[src/rtl/argmax_seg7_classifier.sv]
// Output stage of the digit classifier. It takes one frame of signed class
// scores over a valid/ready stream and finds the argmax. It latches the
// winning index and score, and shows the index on a 7-segment display.
module argmax_seg7_classifier #(
  parameter int N_CLASSES      = 10,
  parameter int SCORE_W        = 16,
  parameter bit SEG_ACTIVE_LOW = 1'b0
) (
  input  logic                      clk,
  input  logic                      rst,
  input  logic                      s_valid,
  output logic                      s_ready,
  input  logic signed [SCORE_W-1:0] s_score,
  input  logic                      s_last,
  output logic                      cls_valid,
  output logic [3:0]                cls_idx,
  output logic signed [SCORE_W-1:0] cls_score,
  output logic                      cls_err,
  output logic [7:0]                n_results,
  output logic                      busy,
  output logic [6:0]                segments
);

  localparam int              IDX_W     = 4;
  localparam logic [IDX_W-1:0] LAST_IDX = IDX_W'(N_CLASSES - 1);
  localparam logic [6:0]      SEG_DASH  = 7'h40;
  localparam logic [6:0]      SEG_BLANK = SEG_ACTIVE_LOW ? 7'h7F : 7'h00;

  typedef enum logic [1:0] {
    IDLE   = 2'd0,
    ACCUM  = 2'd1,
    RESULT = 2'd2
  } state_t;

  // Active-high segment pattern {g,f,e,d,c,b,a} for a hex digit.
  function automatic logic [6:0] seg_encode(input logic [3:0] digit);
    logic [6:0] pattern;
    case (digit)
      4'h0:    pattern = 7'h3F;
      4'h1:    pattern = 7'h06;
      4'h2:    pattern = 7'h5B;
      4'h3:    pattern = 7'h4F;
      4'h4:    pattern = 7'h66;
      4'h5:    pattern = 7'h6D;
      4'h6:    pattern = 7'h7D;
      4'h7:    pattern = 7'h07;
      4'h8:    pattern = 7'h7F;
      4'h9:    pattern = 7'h6F;
      4'hA:    pattern = 7'h77;
      4'hB:    pattern = 7'h7C;
      4'hC:    pattern = 7'h39;
      4'hD:    pattern = 7'h5E;
      4'hE:    pattern = 7'h79;
      default: pattern = 7'h71;
    endcase
    return pattern;
  endfunction

  // A common-anode display needs every segment inverted.
  function automatic logic [6:0] seg_polarity(input logic [6:0] raw);
    return SEG_ACTIVE_LOW ? ~raw : raw;
  endfunction

  state_t                    state_q, state_d;
  logic signed [SCORE_W-1:0] best_q;
  logic [IDX_W-1:0]          best_idx_q;
  logic [IDX_W-1:0]          cnt_q;

  logic                      accept;
  logic                      take_beat;
  logic                      frame_end;
  logic                      frame_err;
  logic [IDX_W-1:0]          beat_idx;
  logic [IDX_W-1:0]          cand_idx;
  logic signed [SCORE_W-1:0] cand_score;

  assign s_ready   = (state_q != RESULT);
  assign busy      = (state_q == ACCUM);
  assign cls_valid = (state_q == RESULT);

  assign accept   = s_valid && s_ready;
  assign beat_idx = (state_q == IDLE) ? '0 : cnt_q;

  // The first beat of a frame always wins. Later beats win only on a strict
  // signed greater-than, so ties keep the lower index.
  assign take_beat  = (state_q == IDLE) || (s_score > best_q);
  assign cand_score = take_beat ? s_score  : best_q;
  assign cand_idx   = take_beat ? beat_idx : best_idx_q;

  // A frame ends on the first of s_last or the last class slot. It is clean
  // only when both happen on the same beat.
  assign frame_end = accept && (s_last || (beat_idx == LAST_IDX));
  assign frame_err = !(s_last && (beat_idx == LAST_IDX));

  // State register.
  always_ff @(posedge clk) begin
    // NOTE: sequential state uses non-blocking assignments so every register
    // samples pre-edge values, whatever order the blocks are evaluated in.
    if (rst) state_q <= IDLE;
    else     state_q <= state_d;
  end

  // Next-state logic. RESULT lasts exactly one cycle.
  always_comb begin
    // NOTE: the default comes first, so every path assigns state_d and no latch
    // is inferred.
    state_d = state_q;
    case (state_q)
      IDLE: begin
        if (accept) state_d = frame_end ? RESULT : ACCUM;
      end
      ACCUM: begin
        if (frame_end) state_d = RESULT;
      end
      RESULT:  state_d = IDLE;
      default: state_d = IDLE;
    endcase
  end

  // Running maximum and beat counter. They hold while s_valid is low.
  always_ff @(posedge clk) begin
    if (rst) begin
      best_q     <= '0;
      best_idx_q <= '0;
      cnt_q      <= '0;
    end else if (accept) begin
      best_q     <= cand_score;
      best_idx_q <= cand_idx;
      cnt_q      <= beat_idx + 1'b1;
    end
  end

  // Result registers. They load on the edge that enters RESULT and then hold.
  always_ff @(posedge clk) begin
    if (rst) begin
      cls_idx   <= '0;
      cls_score <= '0;
      cls_err   <= 1'b0;
      n_results <= '0;
      segments  <= SEG_BLANK;
    end else if (frame_end) begin
      cls_idx   <= cand_idx;
      cls_score <= cand_score;
      cls_err   <= frame_err;
      n_results <= n_results + 8'd1;
      segments  <= seg_polarity(frame_err ? SEG_DASH : seg_encode(cand_idx));
    end
  end

endmodule

[config.mk]
export PLATFORM = sky130hd
export DESIGN_NAME = argmax_seg7_classifier
export DESIGN_NICKNAME = d
export VERILOG_FILES = /design/src/rtl/argmax_seg7_classifier.sv
export SDC_FILE = /design/constraint.sdc
export NUM_CORES = 1
export LEC_CHECK = 0
export CORE_MARGIN = 2
export CORE_UTILIZATION = 53
export DETAILED_ROUTE_END_ITERATION = 7
export GPL_TIMING_DRIVEN = 0
export PLACE_DENSITY = 0.81
export SYNTH_ARGS = -nofsm -noshare
export SYNTH_HDL_FRONTEND = slang
export SYNTH_SLANG_ARGS = --single-unit
[constraint.sdc]
create_clock -name clk -period 5.6 [get_ports clk]
set_input_delay 1.4 -clock clk [delete_from_list [all_inputs] [get_ports clk]]
set_output_delay 1.4 -clock clk [all_outputs]
set_load 0.02 [all_outputs]
==> impl_metrics.tcl, run 1 <==
set metrics [dict create \
    proportion_of_netlist_area_held_by_the_largest_area_contributor 0.359 \
    clock-sinks 62 \
    period_minus_slack_ps 4940 \
    total_power_uw 1100 \
    maxSlewHeadroom 0.577 \
    number_of_antenna_violations_at_the_first_check_in_global_routing 0 \
    cts.repair_timing.setup_buffer_count 0 \
    wire_length_of_the_first_global_routing_pass_microns 14800 \
    rsz0062_at_grt "no" \
    drt_wl_total_microns 8960 \
    syn_area_sq_mm 0.00346 \
    cap_viol_max_count 0 \
    worstSetupPathType "primary input to flip-flop" \
    diodes_inserted 0 \
    worstPathArrival_ps 5180 \
    clock_buffer_count_from_cts 9 \
    die_y_microns 84.8 \
    synth.net_count 475 \
    drc 0 \
    async_reset_ff_frac 0 \
    clockRootBuffer "sky130_fd_sc_hd__clkbuf_8" \
    first_global_vias 3185 \
    yosysSeqAreaShare 0.359 \
    routed-via-count 3359 \
    run_status "complete, no violations" \
    setup_slack_ps 660 \
    clock_skew_ps 8.39 \
    report.final.hold_viol_count 0 \
    number_of_nets_at_the_end_of_the_flow 544 \
    clkLatencyLatePin_ps 350 \
    dpl.hpwl_microns 6450 \
    avgViaCountPerCell 5.78 \
    n_fill_cell 537 \
    htree_num_levels 3 \
    drt_iter0_drc 241 \
    cp-end-kind "flip-flop" \
    synth_cell_types 68 \
    detail_route.first_pass.iterations 5 \
    fin_tns_setup_ps 0 \
    yosys_warnings 0 \
    clk_pin_slew_worst_paths_ps 70 \
    wl_per_cell_microns 15.4 \
    std_cell_rows 29 \
    post_cts_hold_buffer_count 0 \
    ys_dominant_reg_cell "sky130_fd_sc_hd__dfxtp_1" \
    gr-usage-all-layers 0.255 \
    ir_worst_vdd_v 0.000188 \
    final_common_cell "sky130_fd_sc_hd__dfxtp_1" \
    fp.coreArea_sq_mm 0.00631 \
    cells_resized_by_post_cts_repair 0 \
    lkg_pwr_uw 0.00165 \
    num_io_pins 59 \
    grt-ovfl-total 0 \
    overall_die_width_microns 84.8 \
    grt_start_max_net_pins 12 \
    area_delta_synth_final_pct 25.3 \
    layoutNonFillerInstCount 581 \
    mostFrequentLayoutCells "62 x sky130_fd_sc_hd__dfxtp_1, 59 x sky130_fd_sc_hd__nand2_1, 58 x sky130_fd_sc_hd__nor2_1, 58 x sky130_fd_sc_hd__clkdlybuf4s50_1, 46 x sky130_fd_sc_hd__a21oi_1" \
    fmax_ghz 0.202 \
    synth.ff_latch_count 62 \
    synth.avg_cell_area_sq_um 8.04 \
    io_buffers 58 \
    die_area_sq_mm 0.00719 \
    synth_top_cell_by_area "sky130_fd_sc_hd__dfxtp_1" \
    synth_top_cells_by_area "sky130_fd_sc_hd__dfxtp_1 36%, sky130_fd_sc_hd__ha_1 9.0%, sky130_fd_sc_hd__a21oi_1 6.7%, sky130_fd_sc_hd__nand2_1 6.4%, sky130_fd_sc_hd__nor2_1 6.3%" \
    post-place-ws_ps 353 \
    synthCells 430 \
    dpl.cell_count 565 \
    tightestPinTransition_ps 634 \
    crit_fanout 10 \
    starting_density_of_the_core 0.548 \
    timing.final.setup_violations 0 \
    power.density_cell_area_mw_per_mm2 254 \
    postLayoutCoreUtil 0.686 \
    routabilityCongestion 0.884 \
    clock_path_buffers 2 \
    maxSlewViolCount 0 \
    timing.critical_path.required_ps 5840 \
    final_min_period_over_clock_period 0.882 \
    hold_path_class "flip-flop to flip-flop" \
    cts_tree "built" \
    number_of_enable_type_register_cells_in_the_synthesized_netlist 0 \
    share_of_post_route_cells_with_drive_strength_above_1 0.0893 \
    drtAntennaViolNets 0 \
    cp-start-kind "primary input" \
]
## metrics by stage
stage               cell area, sq um  hold WS [ps]
finish                          4330           455
global route                    4330           477
CTS                             4330           456
detailed placement              4140           443
global placement                4140           442
floorplan                       3460           436
## layer usage
layer,wire length (microns),global-route usage
met4,238,0.123
met5,0,0
met1,3900,0.320
met2,4390,0.427
met3,431,0.0403
## cells by family after synthesis
logic type | count (synthesis) | synth area share
simple gates | 173 | 0.243
compound gates | 109 | 0.212
flops | 62 | 0.359
buf+inv | 47 | 0.0575
fa+ha+maj | 25 | 0.0904
xor+xnor | 8 | 0.0203
mux | 6 | 0.0181
## flip-flops by register name (all words and copies together) (netlist names), 2 cells and up
name,count
best_idx_q,4
best_q,16
cls_idx,4
cls_score,16
cnt_q,4
n_results,8
segments,7
state_q,2
## power by group
group | internal [uW] | leakage, uW | total (uW) | switching (uW)
Sequential | 462 | 0.000507 | 474 | 12.4
Clock | 216 | 0.000102 | 402 | 186
Combinational | 88.0 | 0.00104 | 224 | 136
Total | 765 | 0.00165 | 1100 | 334
## cell type report
type	instances	area, sq um	share of cell area
plain buffers	23	109	0.0251
repair buffers	58	581	0.134
clock inverters	6	61.3	0.0141
multi-input cells	321	2020	0.466
inverters	24	90.1	0.0208
flip-flops and latches	62	1240	0.286
well taps	77	96.3	0.0222
clock buffers	10	138	0.0318
## synth_stat cells, drive strengths merged, types with 5 or more instances
library cell,number
a211oi,19
nor3,5
nor2,58
nand4,6
inv,24
nand3,10
nand2,60
o31ai,6
ha,25
clkbuf,16
nand2b,5
nor2b,6
buf,6
a21oi,48
dfxtp,62
o21ai,7
xor2,6
## critical path: stages
cell                              delay (ps)
sky130_fd_sc_hd__clkdlybuf4s50_1         460
sky130_fd_sc_hd__ha_1                    450
sky130_fd_sc_hd__nand4_4                 170
sky130_fd_sc_hd__nor4_4                  330
sky130_fd_sc_hd__o21ai_2                 140
sky130_fd_sc_hd__a41oi_2                 350
sky130_fd_sc_hd__nand2_4                 180
sky130_fd_sc_hd__mux2i_1                 360
sky130_fd_sc_hd__or2_2                   220
sky130_fd_sc_hd__inv_1                    80
sky130_fd_sc_hd__ha_1                    260
sky130_fd_sc_hd__or4_1                   530
sky130_fd_sc_hd__a32o_1                  250
## final timing paths
kind | slack, ps | depth (start not counted) | from | end
setup reg to reg | 1820 | 13 | best_q[15] | segments[2]
setup / recovery | 660 | 13 | s_score[15] | segments[2]
hold / removal | 460 | 2 | best_q[13] | best_q[13]
hold reg to reg | 460 | 2 | best_q[13] | best_q[13]
Note: power is estimated with default switching activity, not from simulation.
==> run 2: changes to the inputs <==
- ABC_CLOCK_PERIOD_IN_PS: default -> 5600
- CTS_CLUSTER_DIAMETER: default -> 80
- REMOVE_ABC_BUFFERS: default -> 1
==> run 2 against run 1 <==
Hold slack better by 2.3 ps. Core utilization down 0.52 points. Count of clock-buffer cells in the layout up 3. Register-to-register slack better by 20 ps.
==> impl_metrics.tcl, run 2 (synthesis gave the netlist of run 1 again) <==
set metrics [dict create \
    worst_hold_path.num_cells 2 \
    tightestPinTransition_ps 965 \
    drt_wl_total_microns 8050 \
    cp-end-kind "flip-flop" \
    first_global_vias 3088 \
    std_cell_rows 29 \
    largest_registers "best_q x16, cls_score x16, n_results x8" \
    clock_share_of_power 0.399 \
    cp-start-kind "primary input" \
    r2r_slack_ps 1840 \
    wl_per_cell_microns 14.4 \
    wire_length_of_the_first_global_routing_pass_microns 13700 \
    postLayoutCoreUtil 0.681 \
    met2RoutedLength_microns 3860 \
    report.final.hold_viol_count 0 \
    overall_die_width_microns 84.8 \
    routabilityCongestion 0.888 \
    ff2ff_path_depth 13 \
    fin_tns_setup_ps 0 \
    final_common_cell "sky130_fd_sc_hd__dfxtp_1" \
    power.density_cell_area_mw_per_mm2 267 \
    share_of_post_route_cells_with_drive_strength_above_1 0.0870 \
    mostFrequentLayoutCells "62 x sky130_fd_sc_hd__dfxtp_1, 59 x sky130_fd_sc_hd__nand2_1, 57 x sky130_fd_sc_hd__nor2_1, 57 x sky130_fd_sc_hd__clkdlybuf4s50_1, 46 x sky130_fd_sc_hd__a21oi_1" \
    number_of_antenna_violations_at_the_first_check_in_global_routing 0 \
    gr-usage-all-layers 0.232 \
    hold_end "best_q[2]" \
    netSwitchingFraction 0.273 \
    grt-ovfl-total 0 \
    multiInputGateArea_sq_mm 0.00203 \
    internal_power_uw 834 \
    area_delta_synth_final_pct 24.4 \
    period_minus_slack_ps 4950 \
    cells_resized_by_post_cts_repair 0 \
    timing.final.setup_violations 0 \
    final_min_period_over_clock_period 0.884 \
    maxSlewHeadroom 0.355 \
    htree_num_levels 3 \
    crit_fanout 10 \
    power_frac_comb 0.186 \
    drc 0 \
    clkLatencyLatePin_ps 340 \
    clock_skew_ps 7.16 \
    net-switching-power_uw 313 \
    avgViaCountPerCell 5.70 \
    drt_iter0_drc 162 \
    cts.repair_timing.setup_buffer_count 0 \
    timing.critical_path.required_ps 5830 \
    die_y_microns 84.8 \
    r2r-start "best_q[15]" \
    highest-signal-layer "met4" \
    dpl.hpwl_microns 5660 \
    drtAntennaViolNets 0 \
    num_io_pins 59 \
    detail_route.first_pass.iterations 4 \
    n_fill_cell 536 \
    maxSlewViolCount 0 \
    worstSetupPathType "primary input to flip-flop" \
    rsz0062_at_grt "no" \
    fmax_ghz 0.202 \
    p_seq_frac 0.415 \
    die_area_sq_mm 0.00719 \
    m1WireLength_microns 3690 \
    clock_path_buffers 2 \
    run_status "complete, no violations" \
    post_cts_hold_buffer_count 0 \
    lkg_pwr_uw 0.00164 \
    routed-via-count 3192 \
    ff_latch_area_sq_mm 0.00124 \
    cap_viol_max_count 0 \
    cts_tree "built" \
    clk_pin_slew_worst_paths_ps 70 \
    fp.coreArea_sq_mm 0.00631 \
    io_buffers 58 \
    diodes_inserted 0 \
    worstPathArrival_ps 5180 \
    starting_density_of_the_core 0.548 \
    ir_worst_vdd_v 0.000189 \
    hold_path_class "flip-flop to flip-flop" \
    clock_buffer_count_from_cts 9 \
    clock-sinks 62 \
    holdCritStartpoint "best_q[2]" \
    reg2reg_to "segments[2]" \
    clockRootBuffer "sky130_fd_sc_hd__clkbuf_8" \
    grt_start_max_net_pins 44 \
    met3_wirelength_microns 401 \
    number_of_nets_at_the_end_of_the_flow 523 \
]
## run 2: layout make-up
cell class              count  share of cell area
clock inverters             3              0.0151
flip-flops and latches     62               0.289
clock buffers              13              0.0393
multi-input cells         321               0.472
inverters                  24              0.0209
repair buffers             60               0.142
well taps                  77              0.0224
## run 2: worst max-delay path, stage by stage
cell,delay (ps)
sky130_fd_sc_hd__clkdlybuf4s50_1,470
sky130_fd_sc_hd__ha_1,440
sky130_fd_sc_hd__nand4_4,170
sky130_fd_sc_hd__nor4_4,330
sky130_fd_sc_hd__o21ai_2,130
sky130_fd_sc_hd__a41oi_2,340
sky130_fd_sc_hd__nand2_4,180
sky130_fd_sc_hd__mux2i_1,320
sky130_fd_sc_hd__or2_2,220
sky130_fd_sc_hd__inv_1,90
sky130_fd_sc_hd__ha_1,280
sky130_fd_sc_hd__or4_1,540
sky130_fd_sc_hd__a32o_1,260
## run 2: how the worst max path moves through the flow
stage	startpoint	end	cells after the start
after floorplan	s_score[15]	best_q[0]	9
after global placement	s_score[15]	best_q[13]	10
after detailed placement	s_score[15]	segments[2]	13
after CTS	s_score[15]	segments[2]	13
after global routing	s_score[15]	segments[2]	13
final	s_score[15]	segments[2]	13
## run 2: metal layers
| metal | vias to the layer above | GRT usage |
|---|---|---|
| met3 | 9 | 0.0403 |
| met2 | 88 | 0.383 |
| met1 | 1485 | 0.300 |
| met4 | 0 | 0.0952 |
| li1 | 1610 | - |
| met5 | - | 0 |
## run 2: metrics by stage
step | instance area [sq um] | cells | setup WS (ps) | hold WS, ps | power [uW]
finish | 4300 | 560 | 648 | 458 | 1150
detailed placement | 4070 | 544 | 346 | 451 | 697
floorplan | 3350 | 407 | 958 | 430 | 615
CTS | 4300 | 560 | 698 | 460 | 1150
global placement | 4030 | 542 | -704 | 441 | 688
global route | 4300 | 560 | 491 | 475 | 1200
## run 2: power by group through the flow
stage | combinational (uW) | sequential, uW | clock (uW)
finish | 214 | 476 | 458
global route | 236 | 479 | 484
CTS | 213 | 476 | 465
detailed placement | 211 | 486 | 0
global placement | 204 | 484 | 0
floorplan | 119 | 496 | 0
